$ cat src/rtl/conv_result_writer.sv
// Converts signed accumulator sums to clamped 8-bit pixels, packs four per word
// (little-endian) and writes the words to sequential memory addresses, one frame per start.
module conv_result_writer #(
  parameter int ACC_W  = 32,
  parameter int ADDR_W = 16,
  parameter int SHIFT  = 8
) (
  input  logic              clk,
  input  logic              reset,
  input  logic              start,
  input  logic [ADDR_W-1:0] base_addr,
  input  logic [15:0]       pix_count,
  input  logic [ACC_W-1:0]  acc_in,
  input  logic              acc_valid,
  output logic              acc_ready,
  output logic [ADDR_W-1:0] mem_addr,
  output logic [31:0]       mem_wdata,
  output logic              mem_we,
  input  logic              mem_ack,
  output logic              busy,
  output logic              done
);

  typedef enum logic [1:0] {IDLE, COLLECT, WRITE, DONE} state_t;

  localparam logic [ADDR_W-1:0] ADDR_ONE = ADDR_W'(1);

  state_t            state_reg;
  logic [ADDR_W-1:0] addr_reg;
  logic [15:0]       remain_reg;
  logic [1:0]        lane_reg;
  logic [31:0]       word_reg;
  logic              acc_ready_reg;
  logic              mem_we_reg;
  logic              busy_reg;
  logic              done_reg;

  logic signed [ACC_W-1:0] shifted;
  logic [7:0]              pix_byte;
  logic [31:0]             word_next;
  logic                    accept;
  logic                    word_full;
  logic                    last_pixel;

  assign shifted = $signed(acc_in) >>> SHIFT;

  // Negative values floor at 0; anything with bits above bit 7 saturates at 255.
  always_comb begin
    pix_byte = shifted[7:0];
    if (shifted[ACC_W-1])
      pix_byte = 8'h00;
    else if (|shifted[ACC_W-2:8])
      pix_byte = 8'hFF;
  end

  generate
    for (genvar gi = 0; gi < 4; gi++) begin : g_lane
      assign word_next[8*gi +: 8] = (lane_reg == 2'(gi)) ? pix_byte : word_reg[8*gi +: 8];
    end
  endgenerate

  assign accept     = (state_reg == COLLECT) && acc_valid && acc_ready_reg;
  assign word_full  = (lane_reg == 2'd3);
  assign last_pixel = (remain_reg == 16'd1);

  always_ff @(posedge clk or posedge reset) begin
    if (reset) begin
      state_reg     <= IDLE;
      addr_reg      <= '0;
      remain_reg    <= '0;
      lane_reg      <= '0;
      word_reg      <= '0;
      acc_ready_reg <= 1'b0;
      mem_we_reg    <= 1'b0;
      busy_reg      <= 1'b0;
      done_reg      <= 1'b0;
    end else begin
      case (state_reg)
        IDLE: begin
          if (start) begin
            busy_reg <= 1'b1;
            if (pix_count != 16'd0) begin
              addr_reg      <= base_addr;
              remain_reg    <= pix_count;
              lane_reg      <= '0;
              word_reg      <= '0;
              acc_ready_reg <= 1'b1;
              state_reg     <= COLLECT;
            end else begin
              done_reg  <= 1'b1;
              state_reg <= DONE;
            end
          end
        end
        COLLECT: begin
          if (accept) begin
            word_reg   <= word_next;
            remain_reg <= remain_reg - 16'd1;
            if (word_full || last_pixel) begin
              acc_ready_reg <= 1'b0;
              mem_we_reg    <= 1'b1;
              state_reg     <= WRITE;
            end else begin
              lane_reg <= lane_reg + 2'd1;
            end
          end
        end
        WRITE: begin
          if (mem_ack) begin
            mem_we_reg <= 1'b0;
            addr_reg   <= addr_reg + ADDR_ONE;
            word_reg   <= '0;
            lane_reg   <= '0;
            if (remain_reg == 16'd0) begin
              done_reg  <= 1'b1;
              state_reg <= DONE;
            end else begin
              acc_ready_reg <= 1'b1;
              state_reg     <= COLLECT;
            end
          end
        end
        DONE: begin
          done_reg  <= 1'b0;
          busy_reg  <= 1'b0;
          state_reg <= IDLE;
        end
        default: state_reg <= IDLE;
      endcase
    end
  end

  assign acc_ready = acc_ready_reg;
  assign mem_addr  = addr_reg;
  assign mem_wdata = word_reg;
  assign mem_we    = mem_we_reg;
  assign busy      = busy_reg;
  assign done      = done_reg;

endmodule

$ cat config.mk
export PLATFORM = sky130hd
export DESIGN_NAME = conv_result_writer
export DESIGN_NICKNAME = d
export VERILOG_FILES = /design/src/rtl/conv_result_writer.sv
export SDC_FILE = /design/constraint.sdc
export NUM_CORES = 1
export LEC_CHECK = 0
export ABC_AREA = 1
export BUFFER_PORTS_ARGS = -buffer_cell sky130_fd_sc_hd__clkbuf_2
export CAP_MARGIN = 20
export CORE_MARGIN = 8
export CORE_UTILIZATION = 35
export DETAILED_ROUTE_END_ITERATION = 8
export GPL_TIMING_DRIVEN = 1
export PLACE_DENSITY = 0.66
export REMOVE_ABC_BUFFERS = 1
export SYNTH_ARGS = -nofsm -noshare
export SYNTH_HDL_FRONTEND = slang
export SYNTH_SLANG_ARGS = --single-unit
$ cat constraint.sdc
create_clock -name clk -period 5 [get_ports clk]
set_clock_uncertainty 0.1 [all_clocks]
set_input_delay 0.5 -clock clk [delete_from_list [all_inputs] [get_ports clk]]
set_output_delay 0.5 -clock clk [all_outputs]
set_load 0.02 [all_outputs]
==> out/results.md <==
• result of the run: complete, no violations
• number of diodes added for antenna fixing: 0
• post-synthesis cell type with the largest combined area: dfrtp_1
• met3 wire length: 774 um
• slew margin rel.: 0.501
• unrepaired setup endpoints after global routing: no
• amount of wire on met2 after detailed routing: 5270 um
• core area: 0.0120 mm^2
• Finish-stage setup viols: 0
• post-route ant nets: 0
• worst-skew pair later-pin latency: 0.34 ns
• most used cells in the layout excluding fill and tap cells: nand2_1, clkbuf_2, nor2_1, dfrtp_1, inv_1
• type of the worst min-delay path: in -> async
• wire length of the first global-routing pass: 19900 um
• startpoint-to-endpoint class of the critical path: reg -> reg
• cell count after synthesis: 620
• Met1 Routed Length: 5410 um
• required arrival time at the worst endpoint: 5.16 ns
• NumNets Final: 805
• number of gates given a new drive strength after cts: 0
• r2r worst-path depth: 5
• post-cts hold buffer count: 0
• sequential fraction of the synthesis area: 0.417
• CTS root buffer: clkbuf_16
• max FFs per register: 32
• setup TNS after final layout: 0 ns
• layout cells sized above 1: 0.217
• total wire length after detailed routing: 11600 um
• r2r setup slk: 2.48 ns
• post-placement worst setup slack: 2.47 ns
• DR DRC count: 0
• CTS Buf Count: 9
• H-tree levels: 3
• port bufs: 112
• Mapped Area: 0.00432 mm^2
• total overflow reported by the global router: 0
• number of synthesized register bits: 72
• portion of total power attributed to combinational logic: 0.491
• endpoint of the lowest-slack register-to-register path: mem_wdata[29]
• Die Width: 127 um
• Critical Path Fanout Max: 24
• end point of the critical path: mem_wdata[29]
• Clock Path Buffers: 2
• Max Cap Violations: 0
• kind of capture point of the worst setup path: flop
• peak supply drop: 0.000268 V
• final weighted congestion in routability-driven placement: 0.868
• Ports: 121
• HPWL after detailed placement: 8730 um
• total die area: 0.0162 mm^2
• slew at the pin closest to its max-slew limit: 0.747 ns
• number of optimization iterations in the first detailed-route pass: 4
• largest cells by area after synthesis: dfrtp_1, nand2_1, nor2_1
• cell-internal power: 1830 uW
• highest metal layer used by the detailed router: met4
• vertical die dimension: 127 um
• share of power burned in registers: 0.306
• number of hold-slack violations in the final timing report: 0
• average wire length per cell after detail routing: 13.2 um
• count of final max-slew check failures: 0
• cell area after layout: 0.00529 mm^2
• vias in the first global route: 4126
• net switching fraction of the power: 0.480
• startpoint of the most critical setup path: state_reg[1]
• clock network power share: 0.203
• yosys synthesis warning count: 0
• cell row count: 40
• Clk pin slew, worst setup/hold paths: 0.06 ns
• Psw: 1690 uW
• fill cell instance count of the final layout: 1286
• portion of synthesized cell area occupied by the leading cell type: 0.417
• effective utilization at floorplan: 0.360
• TritonCTS clock tree: built
• synthesis-to-layout area growth: 22.3%
• leakage component of the power: 0.00282 uW
• initial drt markers: 274
• Worst Path Arrival: 2.68 ns
• DR vias/cell: 4.74
• most frequent standard cell in the layout excluding fill and tap cells: nand2_1
• Cell Area, Placed: 0.00496 mm^2
• average size of a mapped cell: 6.97 um^2
• total power divided by cell area: 664 mW/mm^2
• final period demand of the worst path: 2.52 ns
• initial antenna violation count: 0
• pin count of the biggest net entering global routing: 38
• count of unique library cells instantiated by Yosys: 33
• total via count after detailed routing: 4180
• maximum achievable frequency: 0.397 GHz
• clk sinks: 72
• startpoint of the lowest-slack register-to-register path: state_reg[1]
• post-route setup slack: 2.48 ns
• Global Route Usage Sum: 0.150
• Layout Utilization: 0.440
• post-CTS setup buffer count: 0
• element type at the critical path start: flop
• Period Utilization, post-route: 0.504
critical path: stages (launching register included):
cell and delay, ns:
dfrtp_1 0.51, nor2_4 0.51, inv_2 0.32, nor2_1 0.46, o21ai_0 0.32, o21ai_1 0.21
metrics by stage:
stage | power (uW) | hold slack (ns) | std cells
final | 3510 | 0.172 | 881
after global routing | 3830 | 0.247 | 881
after CTS | 3560 | 0.198 | 881
after detailed placement | 2820 | 0.369 | 865
after global placement | 2790 | 0.366 | 865
after floorplan | 2290 | 0.385 | 605
how the worst min path moves through the flow:
stage	slack [ns]	to	cells after the start
after floorplan	0.39	remain_reg[10]	2
after global placement	0.37	busy	2
after detailed placement	0.37	busy	2
after CTS	0.20	mem_wdata[22]	2
after global routing	0.25	mem_wdata[22]	2
final	0.17	mem_wdata[22]	2
power groups by stage:
stage | clock network [uW] | registers, uW | logic [uW]
2_1_floorplan | 0 | 1230 | 1060
3_3_place_gp | 0 | 1080 | 1710
3_5_place_dp | 0 | 1080 | 1740
4_1_cts | 736 | 1070 | 1750
5_1_grt | 759 | 1110 | 1960
6_report | 713 | 1070 | 1730
Yosys cell counts:
master / count
dfrtp_1: 72
buf_4: 4
buf_8: 1
inv_1: 50
nand3b_4: 1
nand2_2: 5
o31ai_1: 1
nor2_8: 1
nand3_4: 4
o21ai_0: 30
o21ai_2: 2
nor3_1: 4
nand2_4: 1
nand3b_2: 1
a21oi_1: 12
buf_1: 1
nand4_1: 8
o21ai_1: 38
clkbuf_1: 3
and2_1: 1
inv_2: 5
nand3_2: 1
or2_2: 4
ha_1: 7
nor2_2: 2
nor2_1: 82
buf_6: 4
inv_4: 1
nand2_1: 232
nand3b_1: 3
nand3_1: 36
nor2_4: 1
buf_2: 2
routing by layer:
layer	up-vias	global-route usage
met5	-	0
met4	0	0.0560
met3	13	0.0395
met2	97	0.244
met1	1875	0.187
li1	2195	-
cells by family (layout without fill, tap and decap cells):
kind of cell / Yosys count / after routing / synth area share
simple gates: 387 / 387 / 0.389
compound gates: 83 / 83 / 0.0984
flops: 72 / 72 / 0.417
buf+inv: 71 / 185 / 0.0758
fa+ha+maj: 7 / 7 / 0.0203
final cells by class:
class                      count  area, um^2  area share
inverter                      56         213      0.0402
sequential                    72        1800       0.341
tap                          147         184      0.0348
clock inverter                 7         103      0.0194
clock buffer                   9         225      0.0426
multi-input combinational    477        2190       0.415
timing repair buffer         113         568       0.107
Note: power is estimated with default switching activity, not from simulation.
